[src/rtl/bus_buffer_arbiter.sv]
// rtl/bus_buffer_arbiter.sv - round-robin owner arbitration for a shared tri-state bus buffer
module bus_buffer_arbiter #(
    parameter int N        = 4,
    parameter int IDW      = 2,
    parameter int MAX_HOLD = 16
) (
    input  logic           clk,
    input  logic           rst_n,
    input  logic [N-1:0]   req,
    output logic [N-1:0]   gnt,
    output logic           buf_en,
    output logic [IDW-1:0] owner,
    output logic           busy,
    output logic           timeout
);

    localparam int HW = $clog2(MAX_HOLD + 1);

    typedef enum logic [1:0] {
        IDLE  = 2'd0,
        GRANT = 2'd1,
        TURN  = 2'd2
    } state_t;

    state_t         state;
    state_t         state_nxt;
    logic [IDW-1:0] ptr;
    logic [IDW-1:0] ptr_nxt;
    logic [IDW-1:0] owner_nxt;
    logic [IDW-1:0] owner_inc;
    logic [IDW-1:0] win;
    logic           win_vld;
    logic [HW-1:0]  hold_cnt;
    logic [HW-1:0]  hold_nxt;
    logic [N-1:0]   gnt_nxt;
    logic           timeout_nxt;
    logic [2*N-1:0] req_rot;
    logic [IDW:0]   win_sum;

    // Rotate requests so bit 0 is the requester at ptr; the lowest set bit wins.
    assign req_rot = {req, req} >> ptr;

    always_comb begin
        win     = '0;
        win_vld = 1'b0;
        win_sum = '0;
        for (int i = N - 1; i >= 0; i--) begin
            if (req_rot[i]) begin
                win_sum = {1'b0, ptr} + (IDW + 1)'(i);
                if (win_sum >= (IDW + 1)'(N)) begin
                    win_sum = win_sum - (IDW + 1)'(N);
                end
                win     = win_sum[IDW-1:0];
                win_vld = 1'b1;
            end
        end
    end

    assign owner_inc = (owner == IDW'(N - 1)) ? '0 : owner + IDW'(1);
    assign busy      = (state != IDLE);

    always_comb begin
        state_nxt   = state;
        ptr_nxt     = ptr;
        hold_nxt    = hold_cnt;
        gnt_nxt     = gnt;
        owner_nxt   = owner;
        timeout_nxt = 1'b0;
        case (state)
            IDLE, TURN: begin
                gnt_nxt = '0;
                if (win_vld) begin
                    state_nxt = GRANT;
                    gnt_nxt   = N'(1) << win;
                    owner_nxt = win;
                    hold_nxt  = HW'(1);
                end else begin
                    state_nxt = IDLE;
                end
            end
            GRANT: begin
                if (!req[owner] || hold_cnt == HW'(MAX_HOLD)) begin
                    state_nxt   = TURN;
                    gnt_nxt     = '0;
                    ptr_nxt     = owner_inc;
                    timeout_nxt = req[owner];
                end else begin
                    hold_nxt = hold_cnt + HW'(1);
                end
            end
            default: begin
                state_nxt = IDLE;
                gnt_nxt   = '0;
            end
        endcase
    end

    always_ff @(posedge clk or negedge rst_n) begin
        if (!rst_n) begin
            state    <= IDLE;
            ptr      <= '0;
            hold_cnt <= '0;
            gnt      <= '0;
            buf_en   <= 1'b0;
            owner    <= '0;
            timeout  <= 1'b0;
        end else begin
            state    <= state_nxt;
            ptr      <= ptr_nxt;
            hold_cnt <= hold_nxt;
            gnt      <= gnt_nxt;
            buf_en   <= |gnt_nxt;
            owner    <= owner_nxt;
            timeout  <= timeout_nxt;
        end
    end

endmodule

[config.mk]
export PLATFORM = sky130hd
export DESIGN_NAME = bus_buffer_arbiter
export DESIGN_NICKNAME = d
export VERILOG_FILES = /design/src/rtl/bus_buffer_arbiter.sv
export SDC_FILE = /design/constraint.sdc
export NUM_CORES = 1
export LEC_CHECK = 0
export CAP_MARGIN = 20
export CORE_ASPECT_RATIO = 1.1
export CORE_MARGIN = 5
export CORE_UTILIZATION = 50
export DETAILED_ROUTE_END_ITERATION = 8
export PLACE_DENSITY_LB_ADDON = 0.1
export SYNTH_ARGS = -nofsm -noshare
export SYNTH_HDL_FRONTEND = slang
export SYNTH_SLANG_ARGS = --single-unit
[constraint.sdc]
create_clock -name clk -period 2 [get_ports clk]
set_input_delay 0.4 -clock clk [delete_from_list [all_inputs] [get_ports clk]]
set_output_delay 0.4 -clock clk [all_outputs]
set_load 0.005 [all_outputs]
# Yosys cells after proc, flatten, opt, wreduce, memory -nomap -nowiden
# Index checks and enable logic that the tools add are counted.
word_totals:
  regBits: 17
op_classes:
  addsub: 9
  order_cmp: 5
  eq_ne: 7
  shifts: 2
  n_mux: 26
  n_reduce_logical: 10
op_table:
  columns: ["cell", "n"]
  rows:
  - ["2-to-1 mux 2 bit", 10]
  - ["2-to-1 mux 5 bit", 2]
  - ["one-hot mux 5 bit (2 select lines)", 1]
  - ["greater-or-equal comparator 3 bit (second input constant)", 3]
  - ["2-to-1 mux 1 bit", 8]
  - ["2-to-1 mux 4 bit", 2]
  - ["one-hot mux 4 bit (2 select lines)", 1]
  - ["right shift 8 x 2 -> 4 bit", 1]
  - ["subtractor 2 x 1 -> 2 bit (second input constant)", 4]
  - ["adder 2 x 2 -> 3 bit (second input constant)", 2]
  - ["!= test 2 bit (second input constant)", 3]
  - ["adder 5 x 1 -> 5 bit (second input constant)", 1]
  - ["== test 5 bit (second input constant)", 1]
  - ["== test 2 bit (second input constant)", 2]
  - ["one-hot mux 2 bit (2 select lines)", 1]
  - ["AND reduction 2 bit", 2]
  - ["nonzero test 2 bit", 2]
  - ["OR reduction 4 bit", 1]
  - ["left shift 1 x 2 -> 4 bit (first input constant)", 1]
  - ["adder 2 x 1 -> 3 bit (second input constant)", 1]
  - ["greater-or-equal comparator 2 x 3 -> 1 bit (second input constant)", 1]
  - ["< comparator 2 x 3 -> 1 bit (second input constant)", 1]
  - ["AND reduction 3 bit", 1]
  - ["adder 2 x 1 -> 2 bit (second input constant)", 1]
  - ["other kinds (6)", 6]

# Logic depth before layout (Yosys ltp)
# Gate-level depths: netlist of the first run.
depth:
  ltp_word: 11
  ltp_mapped: 7

# Worst setup path after synthesis of the first run
# Ideal clock, no wire load.
synth_path:
  path_type: "register to register"
  startpoint: "register hold_cnt[1]"
  endpoint: "register gnt[0]"
  setup_ns: 0.121
  t_arrival_ns: 1.544
  required_ns: 1.879
  setup_slack_ns: 0.335
  stages_incl_launch_ff: 7
  path_buffers: 1
  period_less_slack_ns: 1.665
  path_cell_list: "dfrtp_1 inv_1 ha_1 or4bb_1 and3_4 buf_6 a22o_1"
synth_via:
  elab_chain_cells: 4
synth_lines:
  columns: ["item", "line_no", "source"]
  rows:
  - ["start: declaration", "33", "logic [HW-1:0] hold_cnt;"]
  - ["start signal: assignment", "110", "hold_cnt <= hold_nxt;"]
  - ["== test 5 bit", "82", "if (!req[owner] || hold_cnt == HW'(MAX_HOLD)) begin"]
  - ["logical OR 1 bit", "82", null]
  - ["2-to-1 mux 4 bit", "82", null]
  - ["one-hot mux 4 bit (2 select lines)", "69", "case (state)"]
  - ["net gnt_nxt[0]", "35", "logic [N-1:0] gnt_nxt;"]
  - ["end signal: assignment", "111", "gnt <= gnt_nxt;"]
  - ["end: declaration", "10", "output logic [N-1:0] gnt,"]
# The timed path passes the listed nets, and every way through them passes these cells.
# A chain may end at the register's enable or synchronous reset.

# Final worst setup path of the first run
layout_path:
  startpoint: "register state[0]"
  endpoint: "output busy"
layout_via:
  elab_chain_cells: 1
layout_lines:
  columns: ["item", "line_no", "source"]
  rows:
  - ["start: declaration", "25", "state_t state;"]
  - ["start signal: assignment", "108", "state <= state_nxt;"]
  - ["nonzero test 2 bit", "60", "assign busy = (state != IDLE);"]
  - ["end: declaration", "13", "output logic busy,"]
# Every way passes these cells.

==> reports/results.tsv, run 1 <==
metric	value	unit
Min Clock Period, post-route	1.88	ns
Logic pwr share	47.2	%
vias per std cell	5.72	
commonest non-fill, non-tap cell in the layout	dfrtp_1	
hold slack	0.422	ns
Detail Route Antenna Nets	0	
startpoint types	register	
Final Skew	0.00174	ns
WL final	1750	um
critical path required time	1.60	ns
Slew @ Worst Pin	0.373	ns
initial core utilization	54.0	%
final period utilization	93.9	%
final setup violation count	0	
port bufs	14	
Post-Synthesis Cells	75	
Synth Cell Area	862	um^2
Post-Synth Simple-Gate Area	16.8	%
Chip Height	53.6	um
CTS clock-pin slew for the worst setup and hold paths	0.10	ns
status	finished, final reports clean	
Final HPWL DP	1360	um
# fillers	121	
Min-Delay Path Class	primary input to async pin	
largest net degree at the start of global routing	18	
Sink Count	17	
router iterations before antenna repair	4	
layout net count	109	
Synth Warn #	0	
GR Overflow Total	0	
share of the synthesized area in the top cell type	49.3	%
final RePlAce weighted congestion	0.785	
xor and xnor area share after synthesis	2.03	%
vias in the first global route	694	
RSZ-0062 raised after global routing	no	
violation count after the first detailed-routing iteration	10	
multiplexer share of the synthesized area	8.71	%
Sequential Power Share	40.5	%
die area	2660	um^2
CORE AREA	1600	um^2
CP Max Fanout	6	
CTS tree	done	
Clk pwr share	12.3	%
f_max	0.532	GHz
setup bufs post-CTS	0	
Yosys reg bits	17	
H-tree lvl count	1	
crit path kind	register to output pin	
final hold violations	0	
first-pass GRT wire length	3000	um
dpl cell area	1060	um^2
Tot Pwr	0.00150	W
register area share after synthesis	49.3	%
DR DRC count	0	
area grow syn2layout	26.7	%
Max IR drop VDD	0.775	mV
post-layout instance area	1090	um^2
Longest Clk Path Bufs	2	
Antenna Cells	0	
Distinct cells, synth	31	
Synth Area in Adders	4.35	%
largest family of logic cells by synthesized area	simple AND/OR/NAND/NOR gates	
share of layout cells above drive strength 1	19.2	%
most frequent cells in the layout	dfrtp_1 (17), clkdlybuf4s50_1 (14), nor2_1 (7), buf_4 (7)	
CP endpoint kind	output pin	
cts bufs inserted	3	
critical path arrival	1.48	ns
Avg Cell Area, Syn	11.5	um^2
latest clock arrival within the worst-skew pair	0.29	ns
dominant cell type by area after synthesis	dfrtp_1	
Die X	49.6	um
leak pwr	0.516	nW
routed vias	663	
max cap viols	0	
CTS resizes	0	
top cells by area, synth	dfrtp_1 (49%), ha_1 (4.4%), a22o_1 (4.1%), mux2i_1 (3.5%), nor2_1 (3.0%)	
Root Driver	clkbuf_4	
post-layout util	68.5	%
Synth Area in Compound Gates	16.1	%
P_int	0.000954	W
Tot GR Track Use	14.8	%
fin. max-slew vios	0	
per-cell routed wire length	15.1	um
num rows	15	
boundary pin count	15	
setup TNS	0	ns
P_sw	0.000542	W
# hold bufs at CTS	0	
flop-to-flop setup slack	0.21	ns
post-synthesis net count	84	
initial antenna violation count	0	
sw frac	36.2	%
Cell Pwr Density	1370	nW/um^2
Max-slew headroom	75.2	%
==> stage by stage <==
step,instances,setup slack [ns]
final,116,0.121
after global routing,116,0.0415
after CTS,116,0.102
after detailed placement,112,-0.0803
after global placement,112,-0.00729
after floorplan,75,0.335
==> per-layer routing <==
layer | track usage (%) | part of all wire [%] | vias up
met3 | 3.32 | 2.0 | 2
met5 | 0 | 0 | -
met4 | 5.24 | 0.91 | 0
met2 | 25.8 | 52 | 8
met1 | 18.0 | 45 | 331
li1 | - | - | 322
==> cells in the mapped netlist, drive strengths merged <==
library cell / n
o21ai: 1
or4bb: 1
nor2b: 2
mux4: 1
ha: 3
o41ai: 1
nor4bb: 1
nor2: 7
inv: 3
o221ai: 1
xor2: 2
buf: 1
nand2: 4
or2: 1
mux2i: 3
a22o: 4
and3: 3
o221a: 1
a221oi: 1
nor3: 1
nand2b: 2
nand3: 3
and2b: 1
dfrtp: 17
a21o: 2
a21boi: 2
mux2: 2
o31ai: 1
a21oi: 3
==> area by class of cell <==
| class | count | area [um^2] | area share [%] |
|---|---|---|---|
| clock inverter | 1 | 5.00 | 0.458 |
| clock buffer | 3 | 22.5 | 2.06 |
| multi-input combinational | 54 | 414 | 37.9 |
| tap | 17 | 21.3 | 1.95 |
| timing repair buffer | 21 | 193 | 17.6 |
| sequential | 17 | 425 | 38.9 |
| inverter | 3 | 11.3 | 1.03 |
==> flip-flops by register name, indices dropped and copies added, names as in the netlist <==
name / cells
owner: 2
timeout: 1
hold_cnt: 5
state: 2
buf_en: 1
gnt: 4
ptr: 2
==> power by group through the flow <==
| stage | logic (W) | registers [W] | clock network (W) |
|---|---|---|---|
| after floorplan | 0.000437 | 0.000590 | 0 |
| after detailed placement | 0.000711 | 0.000615 | 0 |
| after CTS | 0.000715 | 0.000607 | 0.000192 |
| after global routing | 0.000786 | 0.000633 | 0.000210 |
| after global placement | 0.000691 | 0.000608 | 0 |
| final | 0.000706 | 0.000606 | 0.000184 |
==> worst max-delay path: stages, from the launching register on <==
cell and delay [ns]:
dfrtp_1 0.44, or2_2 0.31, clkdlybuf4s50_1 0.44
==> cell families (layout without fill, tap and decap cells) <==
| group | count (synthesis) | count (layout) |
|---|---|---|
| and+or+nand+nor | 26 | 26 |
| AOI/OAI and AO/OA | 17 | 17 |
| DFF | 17 | 17 |
| muxes | 6 | 6 |
| buffers and inverters | 4 | 28 |
| adders and majority gates | 3 | 3 |
| xor gates and xnor gates | 2 | 2 |
==> final timing paths <==
| check | start | depth (start not counted) | to |
|---|---|---|---|
| max reg2reg | hold_cnt[0]$_DFFE_PN0P_ | 5 | ptr[0]$_DFFE_PN0P_ |
| min in group clk | state[1]$_DFFE_PN0P_ | 1 | timeout$_DFF_PN0_ |
| max | state[0]$_DFFE_PN0P_ | 2 | busy |
| min reg2reg | state[1]$_DFFE_PN0P_ | 1 | timeout$_DFF_PN0_ |
| min | rst_n | 2 | ptr[1]$_DFFE_PN0P_ |
| max in group asynchronous | rst_n | 2 | gnt[3]$_DFF_PN0_ |
Note: power is estimated with default switching activity, not from simulation.
==> run 2: changes to the inputs <==
Settings changed: CTS_BUF_LIST from default to sky130_fd_sc_hd__clkbuf_16.
==> run 2 against run 1 <==
Against the previous run: final cell count stayed put; global-route usage is 1.8 points higher; combinational power is 2% higher; flip-flop and latch count stayed put; sequential power is 3.5% higher; register-to-register slack hardly changed; hold slack better by 0.034 ns; final area is 4.8% higher.
==> reports/results.tsv, run 2 (synthesis gave the netlist of run 1 again) <==
metric	value	unit
hold slack	0.456	ns
Setup crit start	state[0]$_DFFE_PN0P_	
Root Driver	clkbuf_16	
r2r worst-path depth	5	
share of layout cells above drive strength 1	19.2	%
first-pass GRT wire length	3340	um
CTS tree	done	
Final HPWL DP	1360	um
DR DRC count	0	
final RePlAce weighted congestion	0.785	
per-cell routed wire length	17.2	um
critical path required time	1.60	ns
critical path, cell by cell	or2_2 -> clkdlybuf4s50_1	
die area	2660	um^2
RR Endpoint	ptr[0]$_DFFE_PN0P_	
critical path arrival	1.44	ns
Longest Clk Path Bufs	2	
CP endpoint kind	output pin	
Detail Route Antenna Nets	0	
num rows	15	
layout net count	109	
crit path kind	register to output pin	
Min Clock Period, post-route	1.84	ns
initial core utilization	54.0	%
GR Overflow Total	0	
largest net degree at the start of global routing	18	
# hold bufs at CTS	0	
slowest CP cell	clkdlybuf4s50_1	
initial antenna violation count	0	
Die X	49.6	um
Min-Delay Path Class	register to register	
CTS clock-pin slew for the worst setup and hold paths	0.05	ns
Max-slew headroom	75.0	%
Worst Hold Depth	1	
RR Startpoint	hold_cnt[0]$_DFFE_PN0P_	
setup bufs post-CTS	0	
Antenna Cells	0	
Tot GR Track Use	16.6	%
final setup violation count	0	
most flop-heavy register	hold_cnt	
commonest non-fill, non-tap cell in the layout	dfrtp_1	
CP top delay family	buffers and inverters	
CORE AREA	1600	um^2
vias per std cell	5.99	
startpoint types	register	
hold path startpoint	state[1]$_DFFE_PN0P_	
CP Buf/Inv Count	1	
Cell Pwr Density	1530	nW/um^2
Final Skew	0.000737	ns
violation count after the first detailed-routing iteration	14	
leak pwr	0.539	nW
area grow syn2layout	32.8	%
post-layout util	71.8	%
Hold EP	timeout$_DFF_PN0_	
Max IR drop VDD	0.898	mV
fin. max-slew vios	0	
latest clock arrival within the worst-skew pair	0.25	ns
Slew @ Worst Pin	0.370	ns
RSZ-0062 raised after global routing	no	
cts bufs inserted	3	
final period utilization	91.8	%
flop-to-flop setup slack	0.22	ns
H-tree lvl count	1	
max cap viols	0	
router iterations before antenna repair	4	
routed vias	695	
most frequent cells in the layout	dfrtp_1 (17), clkdlybuf4s50_1 (14), nor2_1 (7), buf_4 (7)	
top flop regs	hold_cnt x5, gnt x4	
CP Max Fanout	6	
Chip Height	53.6	um
status	finished, final reports clean	
Sink Count	17	
final hold violations	0	
WL final	1990	um
CP peak stage delay	0.44	ns
port bufs	14	
max reg flops	5	
vias in the first global route	727	
f_max	0.545	GHz
CTS resizes	0	
boundary pin count	15	
[run 2: cell counts in the layout (fill, tap and decap cells not counted)]
No cell type changed its count.
[run 2: where the power goes]
group | total [W] | switching [W] | internal (W)
registers | 0.000627 | 0.000152 | 0.000475
clock network | 0.000399 | 0.000132 | 0.000268
logic | 0.000721 | 0.000314 | 0.000407
[run 2: final cells by class]
cell class                 instances  area [um^2]
clock buffer                       3         75.1
fill                             113          450
sequential                        17          425
multi-input combinational         54          414
tap                               17         21.3
timing repair buffer              21          193
inverter                           3         11.3
clock inverter                     1         5.00
[run 2: worst max-delay path by stage]
stage,end,slack [ns],cells after the start
finish,busy,0.16,2
global route,ptr[1]$_DFFE_PN0P_,0.12,5
CTS,busy,0.17,2
detailed placement,ptr[0]$_DFFE_PN0P_,-0.08,4
global placement,ptr[0]$_DFFE_PN0P_,-0.007,4
floorplan,gnt[0]$_DFF_PN0_,0.34,6
[run 2: metal layers]
| layer | track usage, % | routed length (um) | up-vias |
|---|---|---|---|
| li1 | - | - | 325 |
| met2 | 29.0 | 1020 | 16 |
| met4 | 8.73 | 42 | 0 |
| met5 | 0 | 0 | - |
| met1 | 19.4 | 882 | 350 |
| met3 | 3.05 | 44 | 4 |
[run 2: worst register-to-register path: cells and delay by family, from the launching register on]
kind | cells | cell delay (ns)
DFF | 1 | 0.42
buffers and inverters | 1 | 0.08
AOI/OAI and AO/OA | 1 | 0.22
adders and majority gates | 1 | 0.13
and+or+nand+nor | 1 | 0.47
muxes | 1 | 0.36
[run 2: stage by stage]
stage | cells | TNS, ns | setup slack, ns | instance area (um^2) | power (W)
after floorplan | 75 | 0 | 0.335 | 862 | 0.00103
after global placement | 112 | -0.0142 | -0.00729 | 1060 | 0.00130
after detailed placement | 112 | -0.164 | -0.0803 | 1060 | 0.00133
after CTS | 116 | 0 | 0.167 | 1140 | 0.00175
after global routing | 116 | 0 | 0.119 | 1140 | 0.00187
final | 116 | 0 | 0.164 | 1140 | 0.00175
